[config.mk]
export PLATFORM = sky130hd
export DESIGN_NAME = team_03_wb_regs
export DESIGN_NICKNAME = d
export VERILOG_FILES = /design/src/rtl/team_03_wb_pkg.sv /design/src/rtl/team_03_sync2.sv /design/src/rtl/team_03_wb_regs.sv
export SDC_FILE = /design/constraint.sdc
export NUM_CORES = 1
export LEC_CHECK = 0
export BUFFER_PORTS_ARGS = -buffer_cell sky130_fd_sc_hd__buf_2
export CORE_MARGIN = 2
export CORE_UTILIZATION = 55
export CTS_CLUSTER_SIZE = 20
export DETAILED_ROUTE_END_ITERATION = 7
export GPL_TIMING_DRIVEN = 0
export HOLD_SLACK_MARGIN = 0.08
export PLACE_DENSITY = 0.8
export SYNTH_ARGS = -nofsm -noshare
export SYNTH_HDL_FRONTEND = slang
export SYNTH_SLANG_ARGS = --single-unit
[constraint.sdc]
create_clock -name clk -period 2.6 [get_ports clk]
set_clock_uncertainty 0.2 [all_clocks]
set_input_delay 0 -clock clk [delete_from_list [all_inputs] [get_ports clk]]
set_output_delay 0 -clock clk [all_outputs]
set_load 0.005 [all_outputs]
[src/rtl/team_03_wb_pkg.sv]
// team_03_wb_pkg: register offsets, default window base and byte-lane helpers for team_03_wb_regs.
package team_03_wb_pkg;

    localparam logic [31:0] DEF_BASE_ADDR = 32'h3000_0000;

    localparam logic [7:0] OFF_OUT_LO  = 8'h00;
    localparam logic [7:0] OFF_OUT_HI  = 8'h04;
    localparam logic [7:0] OFF_OEB_LO  = 8'h08;
    localparam logic [7:0] OFF_OEB_HI  = 8'h0C;
    localparam logic [7:0] OFF_IN_LO   = 8'h10;
    localparam logic [7:0] OFF_IN_HI   = 8'h14;
    localparam logic [7:0] OFF_EDGE_LO = 8'h18;
    localparam logic [7:0] OFF_EDGE_HI = 8'h1C;
    localparam logic [7:0] OFF_SCRATCH = 8'h20;

    function automatic logic [31:0] sel_mask(input logic [3:0] sel);
        return {{8{sel[3]}}, {8{sel[2]}}, {8{sel[1]}}, {8{sel[0]}}};
    endfunction

    function automatic logic [31:0] merge(input logic [31:0] old, input logic [31:0] d,
                                          input logic [31:0] m);
        return (old & ~m) | (d & m);
    endfunction

endpackage

[src/rtl/team_03_sync2.sv]
// team_03_sync2: parameterized-width two-flop synchronizer, cleared by reset.
module team_03_sync2 #(
    parameter int W = 1
) (
    input  logic         clk,
    input  logic         rst,
    input  logic [W-1:0] d,
    output logic [W-1:0] q
);

    logic [W-1:0] s1;

    always_ff @(posedge clk) begin
        if (rst) begin
            s1 <= '0;
            q  <= '0;
        end else begin
            s1 <= d;
            q  <= s1;
        end
    end

endmodule

[src/rtl/team_03_wb_regs.sv]
// team_03_wb_regs: Wishbone classic GPIO register block for the team_03 breakout.
// Define TEAM_03_WB_ERR_EN to add wbs_err_o and answer unmapped in-window offsets with err.
module team_03_wb_regs
    import team_03_wb_pkg::*;
#(
    parameter logic [31:0] BASE_ADDR = DEF_BASE_ADDR,
    parameter int          GPIO_W    = 34
) (
    input  logic              clk,
    input  logic              rst,
    input  logic              en,
    input  logic              wbs_cyc_i,
    input  logic              wbs_stb_i,
    input  logic              wbs_we_i,
    input  logic [3:0]        wbs_sel_i,
    input  logic [31:0]       wbs_adr_i,
    input  logic [31:0]       wbs_dat_i,
    output logic              wbs_ack_o,
    output logic [31:0]       wbs_dat_o,
`ifdef TEAM_03_WB_ERR_EN
    output logic              wbs_err_o,
`endif
    input  logic [GPIO_W-1:0] gpio_in,
    output logic [GPIO_W-1:0] gpio_out,
    output logic [GPIO_W-1:0] gpio_oeb
);

    generate
        if (GPIO_W < 33 || GPIO_W > 64) begin : g_bad_width
            $error("GPIO_W must be within 33..64");
        end
    endgenerate

    // Pin registers are held 64 bits wide; bits at and above GPIO_W are masked to 0.
    localparam logic [63:0] PIN_M = (64'd1 << GPIO_W) - 64'd1;

    logic [63:0]       out_q, oeb_q, edge_q, out_n, oeb_n, edge_n, clr, in_w, rise_w;
    logic [31:0]       scratch_q, scratch_n, mask, rdata;
    logic [GPIO_W-1:0] in_s, in_d;
    logic [7:0]        off;
    logic              hit, req, mapped, unused;

    assign off    = {wbs_adr_i[7:2], 2'b00};
    assign unused = ^wbs_adr_i[1:0];
    assign hit    = wbs_adr_i[31:8] == BASE_ADDR[31:8];
    assign req    = wbs_cyc_i & wbs_stb_i & hit & ~wbs_ack_o;
    assign mapped = off <= OFF_SCRATCH;
    assign mask   = sel_mask(wbs_sel_i);
    assign in_w   = 64'(in_s);
    assign rise_w = 64'(in_s & ~in_d);

    team_03_sync2 #(.W(GPIO_W)) u_sync (
        .clk (clk),
        .rst (rst),
        .d   (gpio_in),
        .q   (in_s)
    );

    always_comb begin
        rdata = '0;
        case (off)
            OFF_OUT_LO:  rdata = out_q[31:0];
            OFF_OUT_HI:  rdata = out_q[63:32];
            OFF_OEB_LO:  rdata = oeb_q[31:0];
            OFF_OEB_HI:  rdata = oeb_q[63:32];
            OFF_IN_LO:   rdata = in_w[31:0];
            OFF_IN_HI:   rdata = in_w[63:32];
            OFF_EDGE_LO: rdata = edge_q[31:0];
            OFF_EDGE_HI: rdata = edge_q[63:32];
            OFF_SCRATCH: rdata = scratch_q;
            default:     rdata = '0;
        endcase
    end

    always_comb begin
        out_n     = out_q;
        oeb_n     = oeb_q;
        scratch_n = scratch_q;
        clr       = '0;
        if (req && wbs_we_i) begin
            case (off)
                OFF_OUT_LO:  out_n[31:0]     = merge(out_q[31:0], wbs_dat_i, mask);
                OFF_OUT_HI:  out_n[63:32]    = merge(out_q[63:32], wbs_dat_i, mask);
                OFF_OEB_LO:  oeb_n[31:0]     = merge(oeb_q[31:0], wbs_dat_i, mask);
                OFF_OEB_HI:  oeb_n[63:32]    = merge(oeb_q[63:32], wbs_dat_i, mask);
                OFF_EDGE_LO: clr[31:0]       = wbs_dat_i & mask;
                OFF_EDGE_HI: clr[63:32]      = wbs_dat_i & mask;
                OFF_SCRATCH: scratch_n       = merge(scratch_q, wbs_dat_i, mask);
                default:     scratch_n       = scratch_q;
            endcase
        end
        // A rising edge in the same cycle as its clear keeps the flag set.
        edge_n = ((edge_q & ~clr) | rise_w) & PIN_M;
    end

    always_ff @(posedge clk) begin
        if (rst) begin
            wbs_ack_o <= 1'b0;
`ifdef TEAM_03_WB_ERR_EN
            wbs_err_o <= 1'b0;
`endif
            wbs_dat_o <= '0;
            out_q     <= '0;
            oeb_q     <= PIN_M;
            edge_q    <= '0;
            scratch_q <= '0;
            in_d      <= '0;
        end else begin
`ifdef TEAM_03_WB_ERR_EN
            wbs_ack_o <= req & mapped;
            wbs_err_o <= req & ~mapped;
`else
            wbs_ack_o <= req;
`endif
            wbs_dat_o <= (req & mapped) ? rdata : '0;
            out_q     <= out_n & PIN_M;
            oeb_q     <= oeb_n & PIN_M;
            edge_q    <= edge_n;
            scratch_q <= scratch_n;
            in_d      <= in_s;
        end
    end

    assign gpio_out = en ? out_q[GPIO_W-1:0] : '0;
    assign gpio_oeb = en ? oeb_q[GPIO_W-1:0] : '1;

endmodule

; ---- Yosys cells after proc, flatten, opt, wreduce, memory -nomap -nowiden
; Cells that the tools add are included.
[word_totals]
regBits = 299
romBits = 0
inputBits = 108
latch_bits = 0
mem_count = 0
ram_bits = 0
[classes]
n_addsub = 0
div = 0
order_cmp = 1
n_mul = 0
shifts = 0
n_reduce_logical = 8
eq_ne = 9
mux = 6
bitwise_logic = 23
[op_table]
columns = op, count
row1 = $pmux W32 S9, 1
row2 = $and A32 B32 Y32, 5
row3 = $or A32 B32 Y32, 4
row4 = $mux W34, 3
row5 = $and A34 B34 Y34, 2
row6 = $not A34 Y34, 2
row7 = $or A34 B34 Y34, 1
row8 = $mux W32, 1
row9 = $not A32 Y32, 1
row10 = $eq A24 B22 Y1 const B, 1
row11 = $eq A6 B3 Y1 const B, 4
row12 = $eq A6 B2 Y1 const B, 2
row13 = $reduce_and A2 Y1, 5
row14 = $le A8 B6 Y1 const B, 1
row15 = $logic_not A8 Y1, 1
row16 = $eq A6 B1 Y1 const B, 1
row17 = $eq A6 B4 Y1 const B, 1
row18 = $and A1 B1 Y1, 4
row19 = $and A2 B2 Y2, 1
row20 = $mux W2, 1
row21 = $not A1 Y1, 2
row22 = $or A2 B2 Y2, 1
row23 = $reduce_or A2 Y1, 1
row24 = $logic_and A1 B1 Y1, 1

; ---- Logic depth before layout (Yosys ltp)
; Gate-level depths: netlist of the first run.
[logic_depth]
ltp_word = 8
depth_mapped = 7
mapped_depth_nobuf = 4

; ---- Modules after synthesis
; From an unflattened synthesis of the first run, not the netlist that was laid out.
[unflattened]
hier_cells = 1106
hier_area_um2 = 10590.2
[by_module_without_submodules]
columns = mod, area_per_inst_um2, instances, seq_area_each_um2, cells_each
row1 = team_03_wb_regs, 8753.4, 1, 4023.9, 963
row2 = team_03_sync2, 1836.8, 1, 1361.3, 143

; ---- Least setup slack after synthesis of the first run
; OpenSTA, ideal clock, no wires.
[synth_timing]
path_type = input port to flip-flop
from = input wbs_adr_i[18]
to = register edge_q[10]
cell_stages = 6
arrival_time_ps = 2042
setup_time_ps = 117
setup_slack_ps = 241
path_cell_list = or4_1 buf_2 or4_4 buf_6 or4_1 a32o_1
[synth_between]
elab_chain_cells = 8
[synth_lines]
columns = item, line_no
row1 = start: declaration, team_03_wb_regs.sv:16  ; input logic [31:0] wbs_adr_i,
row2 = $eq A24 B22 Y1, team_03_wb_regs.sv:45  ; assign hit = wbs_adr_i[31:8] == BASE_ADDR[31:8];
row3 = $and A1 B1 Y1 (2 in series), team_03_wb_regs.sv:46  ; assign req = wbs_cyc_i & wbs_stb_i & hit & ~wbs_ack_o;
row4 = $logic_and A1 B1 Y1, team_03_wb_regs.sv:80  ; if (req && wbs_we_i) begin
row5 = $mux W34, team_03_wb_regs.sv:80
row6 = $not A34 Y34, team_03_wb_regs.sv:93  ; edge_n = ((edge_q & ~clr) | rise_w) & PIN_M;
row7 = $and A34 B34 Y34, team_03_wb_regs.sv:93
row8 = $or A34 B34 Y34, team_03_wb_regs.sv:93
row9 = end signal: assignment, team_03_wb_regs.sv:118  ; edge_q <= edge_n;
row10 = end: declaration, team_03_wb_regs.sv:37  ; logic [63:0] out_q, oeb_q, edge_q, out_n, oeb_n, edge_n, clr, in_w, rise_w;
; Every way passes these cells.
; A chain may end at the register's enable or synchronous reset.

==> results of run 1 <==
[area by class of cell]
cell class,instances,share of cell area
timing repair buffer,337,0.1720
clock buffer,36,0.05224
inverter,49,0.01317
sequential,269,0.3856
multi-input combinational,662,0.3230
tap,234,0.02097
clock inverter,12,0.008333
buffer,83,0.02464
[worst max-delay path by stage]
stage / cells after the start / to / start
floorplan: 6 / edge_q[10] / wbs_adr_i[18]
detailed placement: 6 / register / wbs_adr_i[18]
finish: 8 / register / wbs_we_i
global route: 8 / register / wbs_we_i
CTS: 6 / register / wbs_ack_o
global placement: 6 / register / wbs_adr_i[18]
[metrics by stage]
stage / worst slack, ps / hold WS, ps
2_1_floorplan: 240.8 / -71.82
4_1_cts: 13.13 / 85.74
3_3_place_gp: -441.2 / 9.069
6_report: -10.61 / 59.13
5_1_grt: -128.6 / 113.7
3_5_place_dp: -378.2 / 12.10
[cell families (layout without fill, tap and decap cells)]
family | Yosys count | in the layout | synth area share
DFF | 269 | 269 | 0.5182
AOI/OAI and AO/OA | 135 | 135 | 0.1048
and+or+nand+nor | 425 | 425 | 0.2265
muxes | 102 | 102 | 0.1007
buffers and inverters | 132 | 517 | 0.04985
[cell usage in the layout (no fill, tap or decap), types with 8 or more instances in the layout]
master / synthesis / routed
mux2i_1: 100 / 100
or4_1: 20 / 20
inv_1: 49 / 49
clkinv_2: 0 / 8
nor2b_1: 103 / 103
nor2_1: 67 / 67
dlygate4sd3_1: 0 / 126
clkbuf_16: 0 / 27
clkbuf_1: 70 / 72
a22oi_1: 31 / 31
a32o_1: 32 / 32
nand2_1: 105 / 105
and2_1: 36 / 36
dfxtp_1: 269 / 269
a21oi_1: 33 / 33
a222oi_1: 31 / 31
buf_2: 6 / 210
nand4_1: 17 / 17
nand2b_1: 37 / 37
[what timing repair did]
item | in CTS | in global routing
gates resized for setup | 2 | 18
hold buffers | 123 | 3
hold endpoints to repair | 174 | 3
endpoints found under the setup margin | 50 | 76
pin swaps | 4 | 2
setup buffers | 7 | 2
gates cloned | 0 | 0
[tightest hold or removal path, delay by kind of cell]
family / cells / cell delay [ps]
AND/OR/NAND/NOR: 3 / 330
buffers and inverters: 2 / 280
AO/OA/AOI/OAI: 1 / 150
[metal layers]
layer / track usage / vias up
li1: - / 4418
met1: 0.4142 / 4645
met2: 0.5470 / 629
met3: 0.04961 / 116
met4: 0.1395 / 0
met5: 0 / -
[power by group through the flow]
stage          logic [mW]  clock network (mW)  registers (mW)
6_report            0.573                3.77            4.25
5_1_grt             0.611                3.96            4.26
4_1_cts             0.546                3.77            4.25
3_5_place_dp        0.408                   0            4.34
3_3_place_gp        0.398                   0            4.34
2_1_floorplan       0.216                   0            4.33
==> impl_metrics.toml, run 1 <==
[yosys]
async_flop_share = 0
ys_top_cells_by_count = "dfxtp_1 (269), nand2_1 (105), nor2b_1 (103)"
yosys.area.top_type = "dfxtp_1"
syn-cell-area_sq_um = 10390
synth_cell_types = 39
ys_seq_elements = 269
synth_flop_cell = "dfxtp_1"
postSynthCellCount = 1063
syn-mean-instance-area_sq_um = 9.775
synth_top_area_frac = 0.5182
post-synth-top-count-cell = "dfxtp_1"
yosys_warnings = 0
synthesis.nets = 1171
yosys-top-cells-area = "dfxtp_1 (52%), mux2i_1 (9.6%), nor2b_1 (6.2%), nand2_1 (3.8%), a32o_1 (3.1%)"
synth_edf_count = 0
ys_seq_area_frac = 0.5182

[power]
leakage_nw = 5.682
p_clk_frac = 0.438
seq_power_share = 0.495
power_mw = 8.597
p_sw_frac = 0.2255
p_int_mw = 6.658
powerDensity_nw_per_um2 = 615.6
p_switching_mw = 1.939
power_frac_comb = 0.067
vdd_drop_max_mv = 0.4624

[clock_network]
cts_htree_levels = 1
clk_path_buf_depth = 3
clock-sinks = 269
cts-root-buf = "clkbuf_16"
clkTransAtPathRegs_ps = 70
cts_tree = "done"
cts_buffers = 27
clk_latency_ps = 540

[worst_setup_path]
critical-path-slowest-cell = "dlygate4sd3_1"
ff2ff_path_depth = 6
cp_cell_sequence = "dlygate4sd3_1 -> buf_2 -> nand2_1 -> dlygate4sd3_1 -> nor4_1 -> buf_2 -> nand3_1 -> a31o_2"
reg2reg_slack_ps = 100
worstPathMaxFanout = 10
critPathKind = "primary input to register"
crit_buf_inv = 4
slowest_delay_ps = 560
cp-end-kind = "register"
cp-start-kind = "primary input"
cp.arrival_ps = 2840
r2r_end = "edge_q[26]"
timing.rr.start = "wbs_ack_o"
path_delay_family = "buffers and inverters"
required_ps = 2830

[route]
vias = 9808
route.met3.wl_microns = 3160
drt_pass1_iterations = 8
highest_layer = "met4"
drt-total-wl_microns = 33820
drtAntennaViolNets = 0
drtIter0Drc = 1159
wl_per_cell_microns = 20.11
route.detailed.drc = 1
vias_per_cell = 5.831
dr_wl_met2_microns = 16130
met1_length_microns = 13150

[cells_and_area]
drive_gt1_frac = 0.1982
area_growth_pct = 34.39
ff_latch_area_sq_um = 5385
utilization = 0.7491
fillers = 1247
antenna_cells = 0
final_cells = 1682
multi_input_area_sq_um = 4511
final_area_sq_um = 13960
final_nets = 1537

[place]
port_buffers = 202
gp_congestion = 0.9227
place_inst = 1499
placed_cell_area_sq_um = 11700
dpl.hpwl_microns = 21370

[worst_hold_path]
whs_endpoint = "edge_q[5]"
holdCritStartpoint = "wbs_adr_i[31]"
whs_path_depth = 6
hold_path_class = "primary input to register"

[global_routing]
grt_start_max_net_pins = 15
grt_pass1_wl_microns = 50870
grt_usage = 0.3238
grt_overflow = 0
first_global_vias = 9520
antenna_found_initial = 0

[sta]
slew_headroom = 0.4665
drv_slew = 0
tightest_slew_ps = 800.2
hold_viol = 0
tns_ps = -10.61
fmax_ghz = 0.3831
setup_viol_count_final = 1
rsz0062_at_grt = "yes"
period_share = 1.004
worst_slack_ps = -10.61
period_needed_ps = 2611

[die]
core_area_sq_um = 18640
initial_core_util = 0.5574
die_y_microns = 141.5
die_area_sq_um = 20010
rows = 50
dieWidth_microns = 141.5
ios = 209

[job]
cap_violations = 0

[run_status]
violations = "DRC, setup timing"
status = "finished with violations"
(Power assumes the default switching activity.)
==> run 2, diff against run 1 <==
==> constraint.sdc (replaced) <==
create_clock -name clk -period 2.6 [get_ports clk]
set_clock_uncertainty 0.2 [all_clocks]
set_input_delay 0.52 -clock clk [delete_from_list [all_inputs] [get_ports clk]]
set_output_delay 0.52 -clock clk [all_outputs]
set_load 0.005 [all_outputs]
==> run 2 against run 1 <==
Effect of this change: the flow finishes with violations (setup timing); register-to-register slack better by 110 ps; largest power group unchanged; setup slack worse by 49 ps; critical path type unchanged; non-clock buffer count is 90 lower.
==> impl_metrics.toml, run 2 (same netlist as run 1, synthesis figures left out) <==
[clock_network]
clk_path_buf_depth = 3
clk_latency_ps = 520
cts_htree_levels = 1
clock-sinks = 269
clkTransAtPathRegs_ps = 60
cts_buffers = 27
cts_tree = "done"
cts-root-buf = "clkbuf_16"

[sta]
tightest_slew_ps = 839.9
rsz0062_at_grt = "yes"
fmax_ghz = 0.3760
period_needed_ps = 2660
period_share = 1.023
hold_viol = 0
setup_viol_count_final = 8
slew_headroom = 0.4359
drv_slew = 0
worst_slack_ps = -59.63

[global_routing]
met2_usage = 0.5222
grt_usage = 0.3058
first_global_vias = 9149
busiest_layer = "met2"
grt_overflow = 0
grt_pass1_wl_microns = 47780
use_met1 = 0.3884
grt_start_max_net_pins = 15
antenna_found_initial = 1
grt.met3_usage = 0.04590

[cells_and_area]
layout_commonest_cell = "dfxtp_1"
utilization = 0.7068
drive_gt1_frac = 0.2163
area_growth_pct = 26.81
final_cell_mix = "dfxtp_1 (269), buf_2 (206), nand2_1 (105)"
final_nets = 1447

[die]
core_area_sq_um = 18640
die_area_sq_um = 20010
initial_core_util = 0.5574
dieWidth_microns = 141.5
ios = 209
die_y_microns = 141.5
rows = 50

[worst_setup_path]
critical-path-slowest-cell = "nor4_4"
slowest_delay_ps = 760
cp-start-kind = "primary input"
required_ps = 2840
cp.arrival_ps = 2900
worstPathMaxFanout = 10
cp_cell_sequence = "buf_2 -> or4_4 -> buf_6 -> nor4_4 -> nand3_2 -> mux2i_1"
cp-end-kind = "register"
critPathKind = "primary input to register"

[place]
gp_congestion = 0.9060
dpl_worst_slack_ps = -875.5
dpl.hpwl_microns = 21360
port_buffers = 202

[route]
vias = 9198
drt-total-wl_microns = 31530
drtAntennaViolNets = 0
route.detailed.drc = 0
wl_per_cell_microns = 19.77
vias_per_cell = 5.767
drtIter0Drc = 935
drt_pass1_iterations = 7

[run_status]
violations = "setup timing"
status = "finished with violations"

[power]
p_switching_mw = 1.899
p_int_mw = 6.907
leakage_nw = 5.377
vdd_drop_max_mv = 0.5746
p_sw_frac = 0.2156
power_frac_comb = 0.053
seq_power_share = 0.483
powerDensity_nw_per_um2 = 668.2
p_clk_frac = 0.464

[job]
cap_violations = 0

[worst_hold_path]
hold_path_class = "primary input to register"
## run 2: layout make-up
type                    instances  area, sq um
fillers                      1438         5465
flip-flops and latches        269         5385
multi-input cells             662         4529
repair buffers                247         1471
clock buffers                  39        790.8
plain buffers                  83        366.6
well taps                     234        292.8
inverters                      49        183.9
clock inverters                10        152.6
diodes                          2        5.005
## run 2: worst paths after layout
path	slack [ps]	startpoint	endpoint	cells after the start
hold reg to reg	240	u_sync.s1[1]	u_sync.q[1]	1
setup reg to reg	210	wbs_ack_o	edge_q[26]	6
hold / removal	90	wbs_dat_i[31]	register	3
setup / recovery	-60	wbs_adr_i[18]	register	6
## run 2: power groups by stage
stage	clock, mW	combinational, mW	sequential, mW
after global routing	4.27	0.498	4.26
after floorplan	0	0.219	4.33
after global placement	0	0.403	4.34
after detailed placement	0	0.412	4.34
final	4.09	0.464	4.26
after CTS	4.09	0.455	4.25
## run 2: timing repair
action                     in CTS  in global routing
setup buffers                  11                  0
hold buffers                   34                  0
setup endpoints to repair      96                 31
gates resized for setup         8                  9
pin swaps                       7                  0
hold endpoints to repair       34                  0
gates cloned                    0                  0
## run 2: worst max-delay path, delay by kind of cell
family	cells	cell delay [ps]
and+or+nand+nor	3	1840
muxes	1	280
buffers and inverters	2	260
## run 2: layer usage
layer,vias to the layer above,share of wire
met5,-,0
met4,0,0.040
met3,96,0.090
met2,504,0.47
met1,4351,0.40
li1,4247,-
## run 2: stage by stage
stage	power [mW]	cell area [sq um]	hold WS [ps]	instances	TNS, ps
6_report	8.806	13180	94.34	1595	-388.9
5_1_grt	9.029	13170	98.45	1593	-62.25
4_1_cts	8.799	13180	85.88	1593	0
3_5_place_dp	4.756	11730	221.8	1499	-83940
3_3_place_gp	4.745	11730	215.6	1499	-74700
2_1_floorplan	4.548	10430	213.8	1063	-8298
